`src/rtl/cpu_pkg.sv`:
```
// cpu_pkg: shared register-file widths and the writeback request type.
package cpu_pkg;
    localparam int XLEN = 32;
    localparam int NREG = 32;
    localparam int REG_ADDR_W = $clog2(NREG);

    typedef logic [REG_ADDR_W-1:0] reg_addr_t;

    typedef struct packed {
        reg_addr_t       rd;
        logic [XLEN-1:0] data;
    } wb_req_t;
endpackage

```
`src/rtl/wb_arbiter_if.sv`:
```
// wb_arbiter_if: writeback sources, scoreboard and register-file write port.
interface wb_arbiter_if;
    import cpu_pkg::*;
    logic            pipe_valid;
    reg_addr_t       pipe_rd;
    logic [XLEN-1:0] pipe_data;
    logic            ll_valid;
    logic            ll_ready;
    reg_addr_t       ll_rd;
    logic [XLEN-1:0] ll_data;
    logic            issue_valid;
    reg_addr_t       issue_rd;
    logic            stall_pipe;
    logic [NREG-1:0] busy;
    logic            rf_we;
    reg_addr_t       rf_rd_addr;
    logic [XLEN-1:0] rf_wdata;
    logic            proto_err;

    modport master (
        output pipe_valid, pipe_rd, pipe_data, ll_valid, ll_rd, ll_data, issue_valid, issue_rd,
        input  ll_ready, stall_pipe, busy, rf_we, rf_rd_addr, rf_wdata, proto_err
    );
    modport slave (
        input  pipe_valid, pipe_rd, pipe_data, ll_valid, ll_rd, ll_data, issue_valid, issue_rd,
        output ll_ready, stall_pipe, busy, rf_we, rf_rd_addr, rf_wdata, proto_err
    );
endinterface

```
`src/rtl/wb_fifo.sv`:
```
// wb_fifo: synchronous FIFO of writeback requests; head is visible combinationally.
module wb_fifo import cpu_pkg::*; #(
    parameter int DEPTH = 2,
    localparam int AW = $clog2(DEPTH)
) (
    input  logic          clk,
    input  logic          rst_n,
    input  logic          push,
    input  logic          pop,
    input  wb_req_t       din,
    output wb_req_t       dout,
    output logic [AW:0]   count,
    output logic          full,
    output logic          empty
);
    wb_req_t        mem [DEPTH];
    logic [AW-1:0]  wptr, rptr;

    assign dout  = mem[rptr];
    assign full  = count == (AW+1)'(DEPTH);
    assign empty = count == '0;

    always_ff @(posedge clk or negedge rst_n) begin
        if (!rst_n) begin
            wptr  <= '0;
            rptr  <= '0;
            count <= '0;
        end else begin
            if (push) wptr <= wptr + 1'b1;
            if (pop) rptr <= rptr + 1'b1;
            count <= count + (AW+1)'(push) - (AW+1)'(pop);
        end
    end

    always_ff @(posedge clk) begin
        if (push) mem[wptr] <= din;
    end
endmodule

```
`src/rtl/wb_arbiter.sv`:
```
// wb_arbiter: merges pipeline and long-latency writebacks onto the register-file
// write port, with starvation backpressure and a pending-destination scoreboard.
module wb_arbiter import cpu_pkg::*; #(
    parameter int LL_DEPTH     = 2,
    parameter int STARVE_LIMIT = 4
) (
    input logic         clk,
    input logic         rst_n,
    wb_arbiter_if.slave bus
);
    localparam int CW = $clog2(LL_DEPTH) + 1;
    localparam int SW = $clog2(STARVE_LIMIT + 1);

    wb_req_t         ll_req, head;
    logic [CW-1:0]   count;
    logic            full, empty, pipe_win, pop, push, wr;
    logic [SW-1:0]   starve, starve_nxt;
    logic [NREG-1:0] busy_nxt;

    assign ll_req      = '{rd: bus.ll_rd, data: bus.ll_data};
    assign pipe_win    = bus.pipe_valid && bus.pipe_rd != '0;
    assign pop         = !pipe_win && !empty;
    assign wr          = pipe_win || pop;
    assign bus.ll_ready = count < CW'(LL_DEPTH);
    // x0 results complete the handshake but are dropped rather than queued
    assign push        = bus.ll_valid && !full && bus.ll_rd != '0;
    assign starve_nxt  = (empty || pop) ? '0 :
                         (starve == SW'(STARVE_LIMIT)) ? starve : starve + 1'b1;

    always_comb begin
        busy_nxt = bus.busy;
        if (pop) busy_nxt[head.rd] = 1'b0;
        if (bus.issue_valid && bus.issue_rd != '0) busy_nxt[bus.issue_rd] = 1'b1;
        busy_nxt[0] = 1'b0;
    end

    wb_fifo #(.DEPTH(LL_DEPTH)) u_fifo (
        .clk   (clk),
        .rst_n (rst_n),
        .push  (push),
        .pop   (pop),
        .din   (ll_req),
        .dout  (head),
        .count (count),
        .full  (full),
        .empty (empty)
    );

    always_ff @(posedge clk or negedge rst_n) begin
        if (!rst_n) begin
            bus.rf_we      <= 1'b0;
            bus.rf_rd_addr <= '0;
            bus.rf_wdata   <= '0;
            bus.busy       <= '0;
            bus.stall_pipe <= 1'b0;
            bus.proto_err  <= 1'b0;
            starve         <= '0;
        end else begin
            bus.rf_we <= wr;
            if (wr) begin
                bus.rf_rd_addr <= pipe_win ? bus.pipe_rd : head.rd;
                bus.rf_wdata   <= pipe_win ? bus.pipe_data : head.data;
            end
            bus.busy       <= busy_nxt;
            starve         <= starve_nxt;
            bus.stall_pipe <= starve_nxt == SW'(STARVE_LIMIT);
            bus.proto_err  <= bus.proto_err || (bus.pipe_valid && bus.stall_pipe);
        end
    end
endmodule

```
`src/flat_wrapper.sv`:
```
// flat-port wrapper written by rule: the top's interface ports become plain ports
module wb_arbiter_flat import cpu_pkg::*;
#(
    parameter int LL_DEPTH     = 2,
    parameter int STARVE_LIMIT = 4
)
  (clk, rst_n, bus_pipe_valid, bus_pipe_rd, bus_pipe_data, bus_ll_valid, bus_ll_rd, bus_ll_data, bus_issue_valid, bus_issue_rd, bus_ll_ready, bus_stall_pipe, bus_busy, bus_rf_we, bus_rf_rd_addr, bus_rf_wdata, bus_proto_err);
  wb_arbiter_if bus_i ();
  input logic clk;
  input logic rst_n;
  input wire logic [$bits(bus_i.pipe_valid)-1:0] bus_pipe_valid;
  input wire logic [$bits(bus_i.pipe_rd)-1:0] bus_pipe_rd;
  input wire logic [$bits(bus_i.pipe_data)-1:0] bus_pipe_data;
  input wire logic [$bits(bus_i.ll_valid)-1:0] bus_ll_valid;
  input wire logic [$bits(bus_i.ll_rd)-1:0] bus_ll_rd;
  input wire logic [$bits(bus_i.ll_data)-1:0] bus_ll_data;
  input wire logic [$bits(bus_i.issue_valid)-1:0] bus_issue_valid;
  input wire logic [$bits(bus_i.issue_rd)-1:0] bus_issue_rd;
  output wire logic [$bits(bus_i.ll_ready)-1:0] bus_ll_ready;
  output wire logic [$bits(bus_i.stall_pipe)-1:0] bus_stall_pipe;
  output wire logic [$bits(bus_i.busy)-1:0] bus_busy;
  output wire logic [$bits(bus_i.rf_we)-1:0] bus_rf_we;
  output wire logic [$bits(bus_i.rf_rd_addr)-1:0] bus_rf_rd_addr;
  output wire logic [$bits(bus_i.rf_wdata)-1:0] bus_rf_wdata;
  output wire logic [$bits(bus_i.proto_err)-1:0] bus_proto_err;
  assign bus_i.pipe_valid = bus_pipe_valid;
  assign bus_i.pipe_rd = bus_pipe_rd;
  assign bus_i.pipe_data = bus_pipe_data;
  assign bus_i.ll_valid = bus_ll_valid;
  assign bus_i.ll_rd = bus_ll_rd;
  assign bus_i.ll_data = bus_ll_data;
  assign bus_i.issue_valid = bus_issue_valid;
  assign bus_i.issue_rd = bus_issue_rd;
  assign bus_ll_ready = bus_i.ll_ready;
  assign bus_stall_pipe = bus_i.stall_pipe;
  assign bus_busy = bus_i.busy;
  assign bus_rf_we = bus_i.rf_we;
  assign bus_rf_rd_addr = bus_i.rf_rd_addr;
  assign bus_rf_wdata = bus_i.rf_wdata;
  assign bus_proto_err = bus_i.proto_err;
  wb_arbiter #(.LL_DEPTH(LL_DEPTH), .STARVE_LIMIT(STARVE_LIMIT)) u_core (.clk(clk), .rst_n(rst_n), .bus(bus_i));
endmodule
```
`config.mk`:
```
export PLATFORM = sky130hd
export DESIGN_NAME = wb_arbiter_flat
export DESIGN_NICKNAME = d
export VERILOG_FILES = /design/src/rtl/cpu_pkg.sv /design/src/rtl/wb_arbiter_if.sv /design/src/rtl/wb_fifo.sv /design/src/rtl/wb_arbiter.sv /design/src/flat_wrapper.sv
export SDC_FILE = /design/constraint.sdc
export NUM_CORES = 1
export LEC_CHECK = 0
export CELL_PAD_IN_SITES_DETAIL_PLACEMENT = 1
export CELL_PAD_IN_SITES_GLOBAL_PLACEMENT = 1
export CORE_MARGIN = 2
export CORE_UTILIZATION = 44
export CTS_CLUSTER_SIZE = 30
export DETAILED_ROUTE_END_ITERATION = 8
export PLACE_DENSITY = 0.82
export SETUP_SLACK_MARGIN = 0.4
export SLEW_MARGIN = 30
export SYNTH_ARGS = -nofsm -noshare
export SYNTH_HDL_FRONTEND = slang
export SYNTH_HIERARCHICAL = 1
export SYNTH_SLANG_ARGS = --single-unit
```
`constraint.sdc`:
```
create_clock -name clk -period 9.5 [get_ports clk]
set_clock_uncertainty 0.1 [all_clocks]
set_input_delay 1.425 -clock clk [delete_from_list [all_inputs] [get_ports clk]]
set_output_delay 1.425 -clock clk [all_outputs]
set_load 0.01 [all_outputs]
```
Yosys cells after proc, flatten, opt, wreduce, memory -nomap -nowiden
Memory sizes are Yosys's and may differ from the RTL's.
Index checks and enable logic that the tools add are counted.
{ "totals": {"ff_bits": 78, "mem_bits_rw": 74, "word_cells": 57, "memories": 1} }
{ "mem_list": {"columns": ["name", "words", "width", "rd", "rd_clocked_by_memory_dff", "wr", "line", "rtl"], "rows": [
  ["u_core.u_fifo.mem", 2, 37, 1, 0, 1, "wb_fifo.sv:16", "wb_req_t mem [DEPTH];"]
]} }
{ "classes": {"magnitude_cmp": 5, "n_reduce_logical": 18, "add_sub_neg": 5, "eq_ne": 3, "n_mux": 12, "bitwise": 3} }
{ "op_table": {"columns": ["operator", "n"], "rows": [
  ["32-bit two-way mux", 3],
  ["32-bit AND", 1],
  ["32-bit inverter", 1],
  ["32-bit bitwise OR", 1],
  ["5-bit nonzero test", 3],
  ["5-bit by 6-bit < comparator with 1-bit output, second input constant", 2],
  ["1-bit demux with 5-bit select", 2],
  ["5-bit by 1-bit >= comparator with 1-bit output, second input constant", 2],
  ["1-bit logical AND", 8],
  ["3-bit == test, second input constant", 2],
  ["3-bit two-way mux", 2],
  ["5-bit two-way mux", 1],
  ["1-bit two-way mux", 4],
  ["3-bit by 1-bit adder with 3-bit output, second input constant", 1],
  ["1-bit zero test", 3],
  ["1-bit logical OR", 3],
  ["1-bit adder, second input constant", 2],
  ["2-bit by 1-bit adder with 2-bit output", 1],
  ["2-bit == test, second input constant", 1],
  ["2-bit zero test", 1],
  ["2-bit < comparator, second input constant", 1],
  ["2-bit by 1-bit subtractor with 2-bit output", 1]
]} }

Depth between registers and ports, before layout
An unclocked memory read counts as a cell.
{ "logic_depth": {"depth_word": 10, "ltp_mapped": 8, "mapped_depth_nobuf": 8} }

Hierarchy
The synthesis kept the hierarchy.
{ "by_module_without_submodules": {"columns": ["module", "instances", "seq_area_each_um2", "area_each_um2", "cells_per_inst"], "rows": [
  ["wb_arbiter", 1, 1851.8, 3802.4, 323],
  ["wb_fifo", 1, 2322.2, 2949.1, 130]
]} }

Least setup slack after synthesis
No wires, ideal clock.
{ "synth_path": {"path_kind": "input to register", "startpoint": "input port bus_ll_rd[3]", "endpoint": "memory u_core/u_fifo/mem[0][0] in the netlist's numbering (enable)", "required_time_ps": 8964, "path_stages": 4, "n_path_buf": 0, "setup_ps": 436, "arrival_time_ps": 3607, "path_slack_ps": 5357, "path_cell_list": "or4_1 nor2_1 nor3b_1 nor2b_1"} }
{ "synth_via": {"elab_chain_cells": 4} }
{ "synth_lines": {"columns": ["element", "line", "rtl"], "rows": [
  ["start, declared", "flat_wrapper.sv:15", "input wire logic [$bits(bus_i.ll_rd)-1:0] bus_ll_rd;"],
  ["5-bit nonzero test", "wb_arbiter.sv:26", "assign push = bus.ll_valid && !full && bus.ll_rd != '0;"],
  ["1-bit logical AND", "wb_arbiter.sv:26", null],
  ["named net u_core.push", "wb_arbiter.sv:16", "logic full, empty, pipe_win, pop, push, wr;"],
  ["1-bit two-way mux", "wb_fifo.sv:36", "if (push) mem[wptr] <= din;"],
  ["1-bit two-way mux (not written as such)", "wb_fifo.sv:36", null],
  ["end, declared", "wb_fifo.sv:16", null]
]} }
The timed path passes the listed nets, and every way through them passes these cells.

Final worst setup path
{ "layout_path": {"startpoint": "input port bus_ll_rd[2]", "endpoint": "memory u_core/u_fifo/mem[0][35] in the netlist's numbering (enable)"} }
Same word-level chain as after synthesis.

==> out/qor.csv <==
stage,metric,value,unit
clocking,CTS Buffer Depth,2,
clocking,Hold Buf Count CTS,0,
route,routed vias/inst,5.61,
critical_path,CP required,9.52,ns
critical_path,"Largest stage delay, worst path",0.65,ns
yosys,XOR/XNOR share of the synthesized area,0.741,%
critical_path,crit path from,bus_ll_rd[2],
placement,Place WS,5.55,ns
global_routing,grt ovf,0,
timing,minimum clock period,3.47,ns
timing,unrepaired setup endpoints after global routing,false,
route,antenna-violating nets left,0,
critical_path,crit path buf inv count,2,
cells_and_area,# diodes,0,
timing,final hold violations,0,
power,P_leak,3.47,nW
cells_and_area,synthesis-to-layout area growth,34.2,%
clocking,CTS sink count,152,
placement,routability congestion estimate,0.803,
floorplanning,I/O pins,157,
global_routing,via count of the first global-routing pass,4961,
yosys,Post-Synth Adder-Cell Area,0.741,%
clocking,post-CTS sizing,0,
yosys,"Distinct cells, synth",42,
clocking,total CTS buffers,17,
route,WL final,17500,µm
timing,Setup Viol. Count Final,0,
timing,setup TNS,0,ns
cells_and_area,share of cells above drive strength 1,24.4,%
route,Vias,4508,
route,drt pass-1 iters,5,
floorplanning,Rows,45,
yosys,Ys Warns,6,
critical_path,critical path class,primary input to register,
yosys,largest family of logic cells by synthesized area,multiplexers,
yosys,compound-gate portion of the synthesized area,7.88,%
timing,Tightest Pin Transition,0.931,ns
status,status,"complete, no violations",
cells_and_area,"commonest non-fill, non-tap cell in the layout",clkdlybuf4s50_1,
yosys,Post-Syn Area,6750,µm²
cells_and_area,post-route insts no fill,803,
route,number of DRC markers in iteration 0,280,
route,drt wl/cell,21.8,µm
cells_and_area,nets,690,
power,Pwr Density,280,nW/µm²
timing,Slew headroom,37.1,%
timing,fin crit share,36.5,%
critical_path,critical path arrival,3.48,ns
cells_and_area,Filler Cell Count,1430,
cells_and_area,most frequent cells in the layout,"clkdlybuf4s50_1, mux2_2, dfrtp_1, edfxtp_1, nand2_1",
critical_path,crit path max fanout,20,
timing,final worst slack,6.03,ns
floorplanning,core area,15100,µm²
floorplanning,die area,16400,µm²
yosys,Mean Syn Cell Area,14.9,µm²
power,Worst VDD drop,0.150,mV
clocking,clock transition at the registers of the reported paths,0.06,ns
min_path,worst hold path type,register to register,
job,Max Cap Viol,0,
yosys,"FF+latch count, synth",152,
yosys,sequential fraction of the synthesis area,61.8,%
clocking,insertion delay to the later sink of the worst-skew pair,0.42,ns
critical_path,Slowest cell on crit path,nor2b_4,
yosys,simple-gate portion of the synthesized area,7.10,%
min_path,worst hold path startpoint,u_core/bus.proto_err$_DFF_PN0_,
clocking,post-CTS setup buffer count,0,
critical_path,CP Launch Type,primary input,
yosys,post-synthesis cell count,453,
clocking,CTS tree,built,
yosys,Synth Net Count,541,
route,DRC viols,0,
global_routing,all-layer global routing usage,22.5,%
global_routing,pin count of the biggest net entering global routing,79,
critical_path,FF-to-FF Start,u_core/u_fifo/rptr$_DFFE_PN0P_,
global_routing,global-route wire length before repair,27700,µm
critical_path,"Critical Path, Cell by Cell","clkdlybuf4s50_1, or4_1, nor2_1, nor3b_1, nor2b_4, buf_16",
yosys,post-synthesis mux area share,18.7,%
placement,Placed Instances,771,
timing,final hold slack,0.359,ns
timing,Max Slew Vio Count,0,
critical_path,CP Capture Type,register,
timing,fmax,0.289,GHz
floorplanning,die span in y,128,µm
power,Final Total Pwr,2.54,mW
placement,Port Buf Inserts,155,
critical_path,Top delay family on crit path,simple AND/OR/NAND/NOR gates,
placement,post-DP HPWL,12000,µm
clocking,clk root buf,clkbuf_16,
global_routing,initial antenna violation count,0,
clocking,H-tree Lvls,4,
floorplanning,Die W,128,µm
floorplanning,initial core utilization,44.7,%
-- cell usage after synthesis (all sizes together) --
master    n  area (µm²)
mux2    101        1210
dfrtp    78        1950
edfxtp   74        2220
nand2    38         143
a22oi    31         233
o211ai   31         243
buf      15         129
clkbuf   14        52.6
o21ai     6        41.3
inv       5        18.8
mux2i     5        50.1
nor2      5        18.8
or4       5        41.3
and4b     4        40.0
ha        4        50.1
nor2b     4        25.0
or4b      4        40.0
and2      3        18.8
nand3b    3        22.5
nor4bb    3        30.0
or3b      3        26.3
nor3      2        10.0
nor3b     2        15.0
xor2      2        17.5
a21o      1        7.51
and3b     1        8.76
and4      1        8.76
conb      1        3.75
nand3     1        5.00
nor4b     1        8.76
o21a      1        7.51
or3       1        6.26
or4bb     1        11.3
xnor2     1        8.76
xor3      1        23.8
-- logic make-up (layout without fill, tap and decap cells) --
logic type / count (synthesis) / in the layout
AOI/OAI and AO/OA: 70 / 70
xor gates and xnor gates: 4 / 4
adders and majority gates: 4 / 4
buffers and inverters: 34 / 196
DFF: 152 / 152
muxes: 106 / 106
other: 1 / 1
and+or+nand+nor: 82 / 82
-- path summary, 6_finish.rpt --
| check | endpoint | slack [ns] | depth (start not counted) |
|---|---|---|---|
| worst max-delay path | u_core/u_fifo/mem[0][35]$_DFFE_PP_ | 6.03 | 6 |
| worst min-delay path | u_core/bus.proto_err$_DFF_PN0_ | 0.36 | 1 |
| worst max register to register | u_core/bus.busy[8]$_DFF_PN0_ | 6.74 | 4 |
| worst min register to register | u_core/bus.proto_err$_DFF_PN0_ | 0.36 | 1 |
| max in group asynchronous | u_core/u_fifo/rptr$_DFFE_PN0P_ | 7.74 | 1 |
| min in group asynchronous | u_core/bus.busy[3]$_DFF_PN0_ | 0.95 | 1 |
-- layer usage --
metal  vias to the layer above  GRT usage (%)  part of all wire, %  routed length, µm
met3                        20           5.63                  6.3               1110
met5                         -              0                    0                  0
li1                       2029              -                    -                  -
met4                         0           7.37                  1.4                241
met2                       157           38.7                   51               8950
met1                      2302           27.9                   41               7240
-- power by group --
group / internal, mW / leakage (nW) / total, mW / switching, mW
Sequential: 0.865 / 1.52 / 0.987 / 0.122
Clock: 0.421 / 0.287 / 0.692 / 0.272
Combinational: 0.493 / 1.66 / 0.857 / 0.364
-- registers in the layout, summed over array words and instances, names as in the netlist --
| register | cells |
|---|---|
| u_core/bus.busy | 31 |
| u_core/u_fifo/rptr | 1 |
| u_core/bus.proto_err | 1 |
| u_core/starve | 3 |
| u_core/u_fifo/mem | 74 |
| u_core/bus.rf_rd_addr | 5 |
| u_core/bus.rf_wdata | 32 |
| u_core/u_fifo/count | 2 |
| u_core/u_fifo/wptr | 1 |
| u_core/bus.rf_we | 1 |
| u_core/bus.stall_pipe | 1 |
-- cell type report --
cell class                 count  area [µm²]  share of cell area [%]
sequential                   152        4180                    46.1
inverter                       5        18.8                   0.207
timing repair buffer         159        1630                    18.0
multi-input combinational    267        2390                    26.4
clock inverter                11         150                    1.66
tap                          188         235                    2.60
clock buffer                  21         450                    4.97
-- per-stage QoR --
| stage | instance area [µm²] | utilization (%) |
|---|---|---|
| floorplan | 6750 | - |
| global placement | 8380 | 55.5 |
| detailed placement | 8460 | 56.0 |
| CTS | 9060 | 60.0 |
| global route | 9060 | 60.0 |
| finish | 9060 | 60.0 |
No activity file was read; power rests on OpenSTA's default activity.
